### config.mk
export PLATFORM = sky130hd
export DESIGN_NAME = ball_sequencer
export DESIGN_NICKNAME = d
export VERILOG_FILES = /design/src/rtl/game_pkg.sv /design/src/rtl/box_pixel_walker.sv /design/src/rtl/ball_sequencer.sv
export SDC_FILE = /design/constraint.sdc
export NUM_CORES = 1
export LEC_CHECK = 0
export CAP_MARGIN = 20
export CORE_MARGIN = 8
export CORE_UTILIZATION = 40
export CTS_BUF_LIST = sky130_fd_sc_hd__clkbuf_4
export DETAILED_ROUTE_END_ITERATION = 6
export GPL_TIMING_DRIVEN = 0
export PLACE_DENSITY = 0.64
export SYNTH_ARGS = -nofsm -noshare
export SYNTH_HDL_FRONTEND = slang
export SYNTH_SLANG_ARGS = --single-unit
### constraint.sdc
create_clock -name clock -period 4.2 [get_ports clock]
set_input_delay 0.84 -clock clock [delete_from_list [all_inputs] [get_ports clock]]
set_output_delay 0.84 -clock clock [all_outputs]
set_load 0.01 [all_outputs]
### src/rtl/game_pkg.sv
// Shared types and constants for the air-hockey ball datapath.
package game_pkg;

  localparam int FIELD_W   = 100;
  localparam int FIELD_H   = 100;
  localparam int BALL_SIZE = 4;
  localparam int COORD_W   = 11;
  localparam int SCORE_W   = 4;

  localparam logic [SCORE_W-1:0] SCORE_MAX   = 4'd9;
  localparam logic [2:0]         BG_COLOUR   = 3'b000;
  localparam logic [2:0]         BALL_COLOUR = 3'b111;

  typedef logic [COORD_W-1:0] coord_t;

  typedef enum logic [2:0] {
    ST_IDLE,
    ST_ERASE,
    ST_COLL,
    ST_SETTLE,
    ST_MOVE,
    ST_DRAW
  } seq_state_t;

  // One-pixel step clamped to [0, max_v]; inc selects the direction.
  function automatic coord_t step_sat(input coord_t v, input logic inc, input coord_t max_v);
    coord_t r;
    if (inc) r = (v >= max_v) ? max_v : v + coord_t'(1);
    else     r = (v == '0)    ? '0    : v - coord_t'(1);
    return r;
  endfunction

endpackage

### src/rtl/box_pixel_walker.sv
// Walks the 16 pixels of a 4x4 box in raster order over a valid/ready
// handshake. A start pulse latches origin and colour and presents the first
// pixel on the next cycle; done pulses when the last pixel is accepted.
module box_pixel_walker
  import game_pkg::*;
(
  input  logic               clock,
  input  logic               reset_n,
  input  logic               start,
  input  logic [COORD_W-1:0] origin_x,
  input  logic [COORD_W-1:0] origin_y,
  input  logic [2:0]         colour,
  input  logic               plot_ready,
  output logic [COORD_W-1:0] plot_x,
  output logic [COORD_W-1:0] plot_y,
  output logic [2:0]         plot_colour,
  output logic               plot_valid,
  output logic               done
);

  logic [3:0] cnt;
  logic [3:0] cnt_next;
  coord_t     base_x;
  coord_t     base_y;
  logic       accept;

  assign accept   = plot_valid && plot_ready;
  assign done     = accept && (cnt == 4'd15);
  assign cnt_next = cnt + 4'd1;

  // Pixel request register: load on start, advance one offset per acceptance.
  // NOTE: clocked state uses non-blocking assignments so every register in the
  // block samples pre-edge values, independent of statement order.
  always_ff @(posedge clock) begin
    if (!reset_n) begin
      cnt         <= '0;
      base_x      <= '0;
      base_y      <= '0;
      plot_x      <= '0;
      plot_y      <= '0;
      plot_colour <= '0;
      plot_valid  <= 1'b0;
    end else if (start) begin
      cnt         <= '0;
      base_x      <= origin_x;
      base_y      <= origin_y;
      plot_x      <= origin_x;
      plot_y      <= origin_y;
      plot_colour <= colour;
      plot_valid  <= 1'b1;
    end else if (accept) begin
      if (cnt == 4'd15) begin
        cnt        <= '0;
        plot_valid <= 1'b0;
      end else begin
        cnt    <= cnt_next;
        plot_x <= base_x + coord_t'(cnt_next[1:0]);
        plot_y <= base_y + coord_t'(cnt_next[3:2]);
      end
    end
  end

endmodule

### src/rtl/ball_sequencer.sv
// Per-frame ball controller: erase, collision strobe, move with saturation,
// goal scoring, redraw. Owns the ball position and both score counters.
module ball_sequencer
  import game_pkg::*;
#(
  parameter int FIELD_W = game_pkg::FIELD_W,
  parameter int FIELD_H = game_pkg::FIELD_H,
  parameter int X_INIT  = 48,
  parameter int Y_INIT  = 48,
  parameter int GOAL_Y0 = 30,
  parameter int GOAL_Y1 = 66
) (
  input  logic               clock,
  input  logic               reset_n,
  input  logic               frame_tick,
  input  logic               horizontal,
  input  logic               vertical,
  output logic               coll_enable,
  output logic [COORD_W-1:0] x_ball,
  output logic [COORD_W-1:0] y_ball,
  output logic [COORD_W-1:0] plot_x,
  output logic [COORD_W-1:0] plot_y,
  output logic [2:0]         plot_colour,
  output logic               plot_valid,
  input  logic               plot_ready,
  output logic [SCORE_W-1:0] score1,
  output logic [SCORE_W-1:0] score2,
  output logic               busy
);

  localparam coord_t X_MAX   = coord_t'(FIELD_W - BALL_SIZE);
  localparam coord_t Y_MAX   = coord_t'(FIELD_H - BALL_SIZE);
  localparam coord_t X_START = coord_t'(X_INIT);
  localparam coord_t Y_START = coord_t'(Y_INIT);
  localparam coord_t GOAL_LO = coord_t'(GOAL_Y0);
  localparam coord_t GOAL_HI = coord_t'(GOAL_Y1);

  seq_state_t state;
  seq_state_t next_state;
  logic       pending;
  logic       skip_erase;
  logic       walk_start;
  logic [2:0] walk_colour;
  logic       walk_done;
  coord_t     x_step;
  coord_t     y_step;
  logic       in_mouth;
  logic       goal_left;
  logic       goal_right;

  // Candidate position for the MOVE update; vertical = 1 means move up (-y).
  assign x_step     = step_sat(x_ball, horizontal, X_MAX);
  assign y_step     = step_sat(y_ball, !vertical, Y_MAX);
  assign in_mouth   = (y_step >= GOAL_LO) && (y_step <= GOAL_HI);
  assign goal_left  = in_mouth && (x_step == '0);
  assign goal_right = in_mouth && (x_step == X_MAX);

  // State register.
  // NOTE: reset is synchronous here, so it sits inside the clocked branch and
  // is sampled only on the rising edge like any other input.
  always_ff @(posedge clock) begin
    if (!reset_n) state <= ST_IDLE;
    else          state <= next_state;
  end

  // Next-state and walker control; the walker start is issued on the edge that
  // enters ERASE or DRAW so its first pixel is valid in that state's first cycle.
  // NOTE: every output of this block gets a default first, so no path through
  // the case statement can leave a signal unassigned and infer a latch.
  always_comb begin
    next_state  = state;
    walk_start  = 1'b0;
    walk_colour = BG_COLOUR;
    case (state)
      ST_IDLE: begin
        if (frame_tick || pending) begin
          if (skip_erase) begin
            next_state = ST_COLL;
          end else begin
            next_state = ST_ERASE;
            walk_start = 1'b1;
          end
        end
      end
      ST_ERASE:  if (walk_done) next_state = ST_COLL;
      ST_COLL:   next_state = ST_SETTLE;
      ST_SETTLE: next_state = ST_MOVE;
      ST_MOVE: begin
        next_state  = ST_DRAW;
        walk_start  = 1'b1;
        walk_colour = BALL_COLOUR;
      end
      ST_DRAW:   if (walk_done) next_state = ST_IDLE;
      default:   next_state = ST_IDLE;
    endcase
  end

  // Registered control outputs, tick capture, position update and scoring.
  always_ff @(posedge clock) begin
    if (!reset_n) begin
      busy        <= 1'b0;
      coll_enable <= 1'b0;
      pending     <= 1'b0;
      skip_erase  <= 1'b1;
      x_ball      <= X_START;
      y_ball      <= Y_START;
      score1      <= '0;
      score2      <= '0;
    end else begin
      busy        <= (next_state != ST_IDLE);
      coll_enable <= (next_state == ST_COLL);

      // IDLE always leaves when pending is set, so clearing here is exact;
      // ticks elsewhere (including the DRAW->IDLE cycle) collapse into one.
      if (state == ST_IDLE)  pending <= 1'b0;
      else if (frame_tick)   pending <= 1'b1;

      // Flags are taken at the end of SETTLE; the new position shows in MOVE.
      if (state == ST_SETTLE) begin
        if (goal_left || goal_right) begin
          x_ball     <= X_START;
          y_ball     <= Y_START;
          skip_erase <= 1'b1;
          if (goal_left  && score2 != SCORE_MAX) score2 <= score2 + 4'd1;
          if (goal_right && score1 != SCORE_MAX) score1 <= score1 + 4'd1;
        end else begin
          x_ball     <= x_step;
          y_ball     <= y_step;
          skip_erase <= 1'b0;
        end
      end
    end
  end

  box_pixel_walker u_walker (
    .clock       (clock),
    .reset_n     (reset_n),
    .start       (walk_start),
    .origin_x    (x_ball),
    .origin_y    (y_ball),
    .colour      (walk_colour),
    .plot_ready  (plot_ready),
    .plot_x      (plot_x),
    .plot_y      (plot_y),
    .plot_colour (plot_colour),
    .plot_valid  (plot_valid),
    .done        (walk_done)
  );

endmodule

==> flow_metrics.env, run 1 <==
export IMPL_worstHoldPathType="reg2reg"
export IMPL_core_mm2=0.0120
export IMPL_layout_worst_path_cycle_share=0.912
export IMPL_synth_avg_cell_area_um2=7.69
export IMPL_synth_seq_area_share=0.353
export IMPL_worstPathArrival_ps=4200
export IMPL_drtIter0Drc=463
export IMPL_postSynth_topFlopCell="sky130_fd_sc_hd__dfxtp_1"
export IMPL_rsz0062_at_grt="no"
export IMPL_number_of_gates_resized_after_cts=0
export IMPL_first_global_vias=4835
export IMPL_routed_wirelength_mm=15.3
export IMPL_worst_endpoint_required_ps=4570
export IMPL_clk_pin_slew_ps=150
export IMPL_pin_count=64
export IMPL_synth_edff_count=0
export IMPL_area_growth_syn_to_layout_pct=19.8
export IMPL_core_rowCount=40
export IMPL_final_hold_viol_count=0
export IMPL_post_synth_num_cell_types=68
export IMPL_crit_slowest_cell="sky130_fd_sc_hd__o311ai_0"
export IMPL_cts_root_buf="sky130_fd_sc_hd__clkbuf_4"
export IMPL_htree_levels=3
export IMPL_crit_path_max_incr_delay_ps=650
export IMPL_globalRouteTotalUtil=0.185
export IMPL_sinks_on_the_clock_net=87
export IMPL_cp_endpoint_kind="flop"
export IMPL_grt_first_pass_wirelength_mm=24.5
export IMPL_setup_viol=0
export IMPL_insertion_delay_ps=460
export IMPL_max_freq_ghz=0.261
export IMPL_yosys_warnings=0
export IMPL_worst_path_most_repeated_cell="sky130_fd_sc_hd__o311ai_0"
export IMPL_post_dp_hpwl_mm=11.3
export IMPL_synth_most_common_cell="sky130_fd_sc_hd__nand2_1"
export IMPL_die_w_um=127
export IMPL_insertedDiodeCount=0
export IMPL_setup_tns_final_ps=0
export IMPL_drive_above_1_share=0.0499
export IMPL_crit_chain="inv_1 > ha_1 > or3b_2 > o311ai_0 > o311ai_0 > or4_1 > a2111o_1 > a21oi_2 > nand2_2 > a32o_1"
export IMPL_finish_net_count=737
export IMPL_tightest_slew_ps=1040
export IMPL_startpoint_type_of_the_worst_setup_path="flop"
export IMPL_ys_seq_elements=87
export IMPL_detailroute_via_count=5128
export IMPL_place_congestion=0.899
export IMPL_post_synth_top_area_fraction=0.353
export IMPL_synth_async_sr_flop_share=0
export IMPL_grt_overflow=0
export IMPL_finalClockSkew_ps=12.8
export IMPL_setup_worst_path_class="reg2reg"
export IMPL_drtPass1Iterations=5
export IMPL_ranking_of_synthesized_cells_by_area="sky130_fd_sc_hd__dfxtp_1, sky130_fd_sc_hd__nand2_1, sky130_fd_sc_hd__a21oi_1"
export IMPL_critical_path_top_delay_family="compound AO/OA/AOI/OAI gates"
export IMPL_drc=0
export IMPL_cts_made_buffers=9
export IMPL_antenna_violations_before_repair=0
export IMPL_power_per_cell_area_mw_per_mm2=318
export IMPL_ir_drop_v=0.000134
export IMPL_dieArea_mm2=0.0162
export IMPL_tritoncts="yes"
export IMPL_drv_cap=0
export IMPL_post_route_worst_hold_slack_ps=473
export IMPL_grt_max_degree=16
export IMPL_postCtsHoldBufs=0
export IMPL_leakage_power_nw=2.07
export IMPL_detail_route_vias_per_cell=5.91
export IMPL_outcome="complete, no violations"
export IMPL_synthTopCellsByCount="sky130_fd_sc_hd__nand2_1, sky130_fd_sc_hd__dfxtp_1, sky130_fd_sc_hd__a21oi_1"
export IMPL_syn_area_mm2=0.00494
export IMPL_die_height_um=127
export IMPL_netlist_top_cell_by_area="sky130_fd_sc_hd__dfxtp_1"
export IMPL_initial_utilization=0.411
export IMPL_finalCriticalPeriod_ps=3830
export IMPL_routedWlPerCell_um=17.6
export IMPL_timing_max_transition_violations_final=0
export IMPL_place_port_buffers=62
export IMPL_synthesis_nets=663
export IMPL_postLayoutCoreUtil=0.492
export IMPL_post_cts_setup_buffers=0
export IMPL_drt_antenna_violating_nets=0
export IMPL_slew_headroom=0.304
export IMPL_cp_buffers_inverters=1
export IMPL_cts_root_to_sink_buffers=2
export IMPL_worstPathMaxFanout=9
export IMPL_synthCells=642
## tightest hold or removal path, delay by kind of cell (launching register included)
kind | cells | cell delay [ps]
flip-flops | 1 | 340
AND/OR/NAND/NOR | 1 | 50
AO/OA/AOI/OAI | 1 | 50
## routing by layer
layer / share of wire / global-route usage / vias up / wire (um)
met5: 0 / 0 / - / 0
met4: 0.027 / 0.0847 / 0 / 418
met3: 0.059 / 0.0349 / 35 / 904
met2: 0.46 / 0.303 / 191 / 7060
met1: 0.45 / 0.231 / 2429 / 6880
li1: - / - / 2473 / -
## path summary, 6_finish.rpt
| check | from | cells past startpoint | end | slack, ps |
|---|---|---|---|---|
| max | y_ball[0] | 10 | y_ball[2] | 370 |
| min | u_walker.base_y[10] | 2 | u_walker.base_y[10] | 470 |
| max reg2reg | y_ball[0] | 10 | y_ball[2] | 370 |
| min reg2reg | u_walker.base_y[10] | 2 | u_walker.base_y[10] | 470 |
## where the power goes
part	internal, mW	switching (mW)	total [mW]	leakage [nW]
clock	0.252	0.322	0.574	0.0836
combinational	0.161	0.243	0.404	1.28
sequential	0.868	0.0358	0.903	0.703
## placed cells by master (no fill, tap or decap), drive strengths merged, types with 7 or more instances in the layout
cell type and count:
mux2i 8, o21ai 28, dfxtp 87, a21oi 68, clkdlybuf4s50 62, or3 13, clkbuf 55, nor2 37
a31oi 7, nand2b 7, xor2 13, xnor2 7, nor3 16, nand3 26, nand2 114, o211ai 20
nor4 8, inv 18, ha 13
## cell type report
class | count | area (um2)
Fill cell | 1227 | 6100
Multi-Input combinational cell | 488 | 2930
Sequential cell | 87 | 1740
Timing Repair Buffer | 63 | 626
Buffer | 50 | 198
Tap cell | 147 | 184
Clock inverter | 6 | 92.6
Clock buffer | 10 | 75.1
Inverter | 17 | 63.8
## sequential cells by signal, summed over array words and instances (netlist names), 3 cells and up
| signal | count |
|---|---|
| x_ball | 11 |
| u_walker.cnt | 4 |
| score2 | 4 |
| u_walker.plot_x | 11 |
| u_walker.plot_y | 11 |
| u_walker.base_x | 11 |
| u_walker.base_y | 11 |
| y_ball | 11 |
| state | 3 |
| score1 | 4 |
## cells by family after synthesis
family	synth area share
flops	0.353
fa+ha+maj	0.0411
xor+xnor	0.0355
simple gates	0.243
mux	0.0253
compound gates	0.249
buf+inv	0.0530
## through the flow
stage | instances | area (um2) | worst slack, ps | total power [mW]
2_1_floorplan | 642 | 4940 | 956 | 1.17
3_3_place_gp | 851 | 5740 | 417 | 1.32
3_5_place_dp | 851 | 5740 | 482 | 1.32
4_1_cts | 867 | 5910 | 458 | 1.88
5_1_grt | 868 | 5910 | 90.2 | 1.96
6_report | 868 | 5910 | 371 | 1.88
(Power assumes the default switching activity.)
==> inputs of run 2 (changes only) <==
CTS_CLUSTER_SIZE = 28   (was default)
SYNTH_HIERARCHICAL = 1   (was default)
==> run 2 against run 1 <==
Setup slack lost 57 ps. Final cell count grew 1.2%. Highest routed layer unchanged. Fmax fell by 1.5%. Largest cell class unchanged.
==> flow_metrics.env, run 2 <==
export IMPL_outcome="complete, no violations"
export IMPL_postSynth_topFlopCell="sky130_fd_sc_hd__dfxtp_1"
export IMPL_rsz0062_at_grt="no"
export IMPL_post_dp_hpwl_mm=11.5
export IMPL_syn_area_mm2=0.00515
export IMPL_area_growth_syn_to_layout_pct=19.0
export IMPL_number_of_gates_resized_after_cts=0
export IMPL_synth_async_sr_flop_share=0
export IMPL_synth_seq_area_share=0.346
export IMPL_post_cts_setup_buffers=0
export IMPL_postLayoutCoreUtil=0.486
export IMPL_globalRouteTotalUtil=0.188
export IMPL_cp_endpoint_kind="flop"
export IMPL_drc=0
export IMPL_holdCritStartpoint="u_walker/plot_x[5]"
export IMPL_grt_overflow=0
export IMPL_worstHoldPathType="reg2reg"
export IMPL_finalClockSkew_ps=13.1
export IMPL_cts_made_buffers=9
export IMPL_crit_reg2reg_launch="y_ball[0]"
export IMPL_critical_path_startpoint="y_ball[0]"
export IMPL_htree_levels=3
export IMPL_cts_root_buf="sky130_fd_sc_hd__clkbuf_4"
export IMPL_pin_count=64
export IMPL_core_rowCount=41
export IMPL_drive_above_1_share=0.0751
export IMPL_netlist_top_cell_by_area="sky130_fd_sc_hd__dfxtp_1"
export IMPL_die_w_um=130
export IMPL_post_synth_top_area_fraction=0.346
export IMPL_layout_worst_path_cycle_share=0.925
export IMPL_detailroute_via_count=5114
export IMPL_worstPathMaxFanout=12
export IMPL_detail_route_vias_per_cell=5.82
export IMPL_ranking_of_synthesized_cells_by_area="sky130_fd_sc_hd__dfxtp_1, sky130_fd_sc_hd__mux2i_1, sky130_fd_sc_hd__nor2_1"
export IMPL_insertion_delay_ps=460
export IMPL_die_height_um=130
export IMPL_leakage_power_nw=2.10
export IMPL_routedWlPerCell_um=17.8
export IMPL_worst_endpoint_required_ps=4610
export IMPL_place_congestion=0.889
export IMPL_slew_headroom=0.400
export IMPL_post_synth_num_cell_types=78
export IMPL_worstPathArrival_ps=4290
export IMPL_mostFrequentLayoutCells="sky130_fd_sc_hd__dfxtp_1, sky130_fd_sc_hd__clkdlybuf4s50_1, sky130_fd_sc_hd__nor2_1"
export IMPL_synth_most_common_cell="sky130_fd_sc_hd__dfxtp_1"
export IMPL_first_global_vias=4911
export IMPL_dieArea_mm2=0.0168
export IMPL_finish_net_count=722
export IMPL_clk_pin_slew_ps=140
export IMPL_mostFrequentLayoutCell="sky130_fd_sc_hd__dfxtp_1"
export IMPL_setup_worst_path_class="reg2reg"
export IMPL_timing_max_transition_violations_final=0
export IMPL_drtPass1Iterations=5
export IMPL_synthesis_nets=647
export IMPL_insertedDiodeCount=0
export IMPL_routed_wirelength_mm=15.6
export IMPL_synthTopCellsByCount="sky130_fd_sc_hd__dfxtp_1, sky130_fd_sc_hd__nor2_1, sky130_fd_sc_hd__nand2_1"
export IMPL_design_power_total_mw=1.74
export IMPL_setup_viol=0
export IMPL_fin_ws_ps=315
export IMPL_ir_drop_v=0.000196
export IMPL_max_freq_ghz=0.257
export IMPL_ys_seq_elements=89
export IMPL_power_per_cell_area_mw_per_mm2=283
export IMPL_postCtsHoldBufs=0
export IMPL_antenna_violations_before_repair=0
export IMPL_grt_first_pass_wirelength_mm=25.2
export IMPL_final_hold_viol_count=0
export IMPL_post_route_worst_hold_slack_ps=473
export IMPL_drt_antenna_violating_nets=0
export IMPL_grt_max_degree=16
export IMPL_tritoncts="yes"
export IMPL_cts_root_to_sink_buffers=2
export IMPL_core_mm2=0.0126
export IMPL_synth_edff_count=0
export IMPL_finalCriticalPeriod_ps=3890
export IMPL_place_port_buffers=63
export IMPL_yosys_warnings=6
export IMPL_startpoint_type_of_the_worst_setup_path="flop"
export IMPL_synthCells=626
export IMPL_drv_cap=0
export IMPL_drtIter0Drc=452
export IMPL_synth_avg_cell_area_um2=8.23
export IMPL_tightest_slew_ps=893
export IMPL_place_ws_ps=56.9
export IMPL_initial_utilization=0.408
export IMPL_sinks_on_the_clock_net=89
## run 2: final cells by class
type | count | area (um2)
fill | 1275 | 6490
multi-input combinational | 467 | 3070
sequential | 89 | 1780
timing repair buffer | 64 | 642
tap | 172 | 215
buffer | 43 | 210
inverter | 27 | 101
clock buffer | 9 | 67.6
clock inverter | 7 | 46.3
## run 2: logic make-up (layout without fill, tap and decap cells)
| group | count (synthesis) | count (layout) | share of synthesized area |
|---|---|---|---|
| xor gates and xnor gates | 16 | 16 | 0.0272 |
| adders and majority gates | 15 | 15 | 0.0393 |
| DFF | 89 | 89 | 0.346 |
| and+or+nand+nor | 248 | 248 | 0.256 |
| AOI/OAI and AO/OA | 155 | 155 | 0.206 |
| buffers and inverters | 70 | 150 | 0.0604 |
| muxes | 33 | 33 | 0.0648 |
## run 2: per-stage QoR
step | TNS [ps] | cells | instance area (um2)
2_1_floorplan | 0 | 626 | 5150
3_3_place_gp | -1330 | 861 | 6000
3_5_place_dp | 0 | 862 | 6010
4_1_cts | 0 | 878 | 6120
5_1_grt | 0 | 878 | 6130
6_report | 0 | 878 | 6130
## run 2: worst paths after layout
path	slack, ps	endpoint	depth (start not counted)
worst max-delay path	310	score2[1]	12
worst min-delay path	470	u_walker/plot_x[5]	2
worst max register to register	310	score2[1]	12
worst min register to register	470	u_walker/plot_x[5]	2
## run 2: per-layer routing
metal  vias up  share of wire  global-route usage  routed length [um]
met1      2449           0.45               0.238                7020
met3        26          0.063              0.0329                 989
met2       182           0.47               0.310                7340
met4         0          0.018              0.0786                 289
met5         -              0                   0                   0
li1       2457              -                   -                   -
## run 2: where the power goes
group / switching, mW / leakage [nW] / internal, mW / total, mW
combinational: 0.230 / 1.32 / 0.151 / 0.381
clock: 0.323 / 0.0597 / 0.121 / 0.443
sequential: 0.0326 / 0.719 / 0.880 / 0.912
total: 0.585 / 2.10 / 1.15 / 1.74
## run 2: critical path, cell delays in order, from the launching register on
cell	delay, ps
sky130_fd_sc_hd__dfxtp_1	470
sky130_fd_sc_hd__inv_1	170
sky130_fd_sc_hd__ha_1	210
sky130_fd_sc_hd__or3b_1	350
sky130_fd_sc_hd__clkbuf_1	230
sky130_fd_sc_hd__o31ai_4	460
sky130_fd_sc_hd__o31a_4	200
sky130_fd_sc_hd__nand4b_1	100
sky130_fd_sc_hd__or4b_4	540
sky130_fd_sc_hd__a211o_1	390
sky130_fd_sc_hd__buf_6	170
sky130_fd_sc_hd__or4_1	460
sky130_fd_sc_hd__nand2_1	80
==> inputs of run 3 (changes only) <==
CORE_UTILIZATION = 58   (was 40)
CTS_BUF_LIST = sky130_fd_sc_hd__clkbuf_8   (was sky130_fd_sc_hd__clkbuf_4)
PLACE_DENSITY = 0.86   (was 0.64)
SLEW_MARGIN = 20   (was default)
==> run 3 against run 2 <==
Design area down 0.31%. Sequential cell count unchanged. Register-to-register slack better by 40 ps. Combinational power about the same. Sequential share of layout area up 0.089 points. Clock skew up 2.5 ps. Utilization up 22 points. Setup slack better by 43 ps. Clock power up 22%. Non-clock buffer count down 1. Critical path type unchanged.
==> flow_metrics.env, run 3 (synthesis results as in run 2) <==
export IMPL_place_ws_ps=-103
export IMPL_insertedDiodeCount=0
export IMPL_cts_made_buffers=9
export IMPL_fill_cells=728
export IMPL_finalNonFillerCells=813
export IMPL_whs_path_depth=2
export IMPL_cts_root_to_sink_buffers=2
export IMPL_worst_endpoint_required_ps=4500
export IMPL_pin_count=64
export IMPL_htree_levels=3
export IMPL_post_route_worst_hold_slack_ps=483
export IMPL_drv_cap=0
export IMPL_rsz0062_at_grt="no"
export IMPL_critical_path_top_delay_family="simple AND/OR/NAND/NOR gates"
export IMPL_design_power_total_mw=1.84
export IMPL_cts_root_buf="sky130_fd_sc_hd__clkbuf_8"
export IMPL_core_mm2=0.00868
export IMPL_layout_worst_path_cycle_share=0.915
export IMPL_place_port_buffers=63
export IMPL_first_global_vias=5036
export IMPL_grt_max_degree=17
export IMPL_mostFrequentLayoutCell="sky130_fd_sc_hd__dfxtp_1"
export IMPL_drtPass1Iterations=6
export IMPL_slew_headroom=0.403
export IMPL_finalCriticalPeriod_ps=3840
export IMPL_sinks_on_the_clock_net=89
export IMPL_crit_chain="inv_1 > ha_1 > or3b_1 > clkbuf_1 > o31ai_4 > o31a_4 > nand4b_1 > or4b_4 > a211o_1 > buf_6 > or4_1 > nand2_1"
export IMPL_r2r_worst_path_cells=12
export IMPL_outcome="complete, no violations"
export IMPL_die_height_um=110
export IMPL_cp_endpoint_kind="flop"
export IMPL_initial_utilization=0.594
export IMPL_worstPathMaxFanout=12
export IMPL_dieArea_mm2=0.0122
export IMPL_antenna_violations_before_repair=0
export IMPL_clk_pin_slew_ps=100
export IMPL_drive_above_1_share=0.0738
export IMPL_finish_net_count=721
export IMPL_finalClockSkew_ps=15.6
export IMPL_grt_first_pass_wirelength_mm=24.7
export IMPL_cp_buffers_inverters=3
export IMPL_tritoncts="yes"
export IMPL_setup_viol=0
export IMPL_worstPathArrival_ps=4150
export IMPL_worstHoldPathType="reg2reg"
export IMPL_drt_antenna_violating_nets=0
export IMPL_leakage_power_nw=2.13
export IMPL_setup_worst_path_class="reg2reg"
export IMPL_tightest_slew_ps=888
export IMPL_timing_max_transition_violations_final=0
export IMPL_detailroute_via_count=5306
export IMPL_drtIter0Drc=543
export IMPL_grt_overflow=0
export IMPL_core_rowCount=34
export IMPL_startpoint_type_of_the_worst_setup_path="flop"
export IMPL_routed_wirelength_mm=15.6
export IMPL_fin_ws_ps=358
export IMPL_max_freq_ghz=0.260
export IMPL_post_dp_hpwl_mm=11.5
export IMPL_insertion_delay_ps=360
export IMPL_final_hold_viol_count=0
export IMPL_mostFrequentLayoutCells="sky130_fd_sc_hd__dfxtp_1, sky130_fd_sc_hd__clkdlybuf4s50_1, sky130_fd_sc_hd__nor2_1"
export IMPL_crit_path_max_incr_delay_ps=530
export IMPL_drc=0
export IMPL_globalRouteTotalUtil=0.255
export IMPL_worst_path_stages=12
export IMPL_power_per_cell_area_mw_per_mm2=301
export IMPL_post_cts_setup_buffers=0
export IMPL_die_w_um=110
export IMPL_routedWlPerCell_um=19.2
export IMPL_ir_drop_v=0.000202
export IMPL_dp_cells=797
export IMPL_place_congestion=0.896
export IMPL_detail_route_vias_per_cell=6.53
export IMPL_crit_slowest_cell="sky130_fd_sc_hd__or4b_4"
export IMPL_area_growth_syn_to_layout_pct=18.6
## run 3: changes by cell type in the layout (fill, tap and decap cells not counted), sizes merged
cell           change
clkdlybuf4s15      -1
clkinv             -2
inv                +2
## run 3: routing by layer
layer	routed length, um	vias to the layer above	GRT usage
li1	-	2452	-
met4	541	0	0.127
met5	0	-	0
met1	6420	2530	0.312
met2	7430	272	0.415
met3	1200	52	0.0535
## run 3: final timing paths
check | slack [ps] | from | end
hold / removal | 480 | u_walker/plot_x[4] | u_walker/plot_x[4]
setup reg to reg | 360 | y_ball[0] | score2[1]
hold reg to reg | 480 | u_walker/plot_x[4] | u_walker/plot_x[4]
setup / recovery | 360 | y_ball[0] | score2[1]
## run 3: tightest hold or removal path: cells and delay by family, from the launching register on
kind            cells  cell delay [ps]
simple gates        1               60
flops               1              320
compound gates      1               60
## run 3: power breakdown
part / switching [mW] / internal (mW) / leakage, nW
combinational: 0.231 / 0.151 / 1.32
clock: 0.323 / 0.219 / 0.0876
sequential: 0.0378 / 0.879 / 0.719
total: 0.591 / 1.25 / 2.13
## run 3: repair_timing
action / CTS / global route
endpoints found under the setup margin: 4 / 2
resized for setup: 1 / 1
hold buffers: 0 / 0
## run 3: cell type report
| cell class | instances | area (um2) | area share |
|---|---|---|---|
| buffer | 43 | 210 | 0.0344 |
| clock buffer | 9 | 124 | 0.0203 |
| clock inverter | 7 | 53.8 | 0.00880 |
| inverter | 27 | 101 | 0.0166 |
| multi-input combinational | 467 | 3080 | 0.503 |
| sequential | 89 | 1780 | 0.292 |
| tap | 108 | 135 | 0.0221 |
| timing repair buffer | 63 | 631 | 0.103 |
## run 3: through the flow
step	utilization	instance area, um2	TNS (ps)
5_1_grt	0.704	6110	0
3_5_place_dp	0.682	5920	-288
2_1_floorplan	-	5150	0
3_3_place_gp	0.682	5920	-350
4_1_cts	0.703	6100	0
6_report	0.704	6110	0
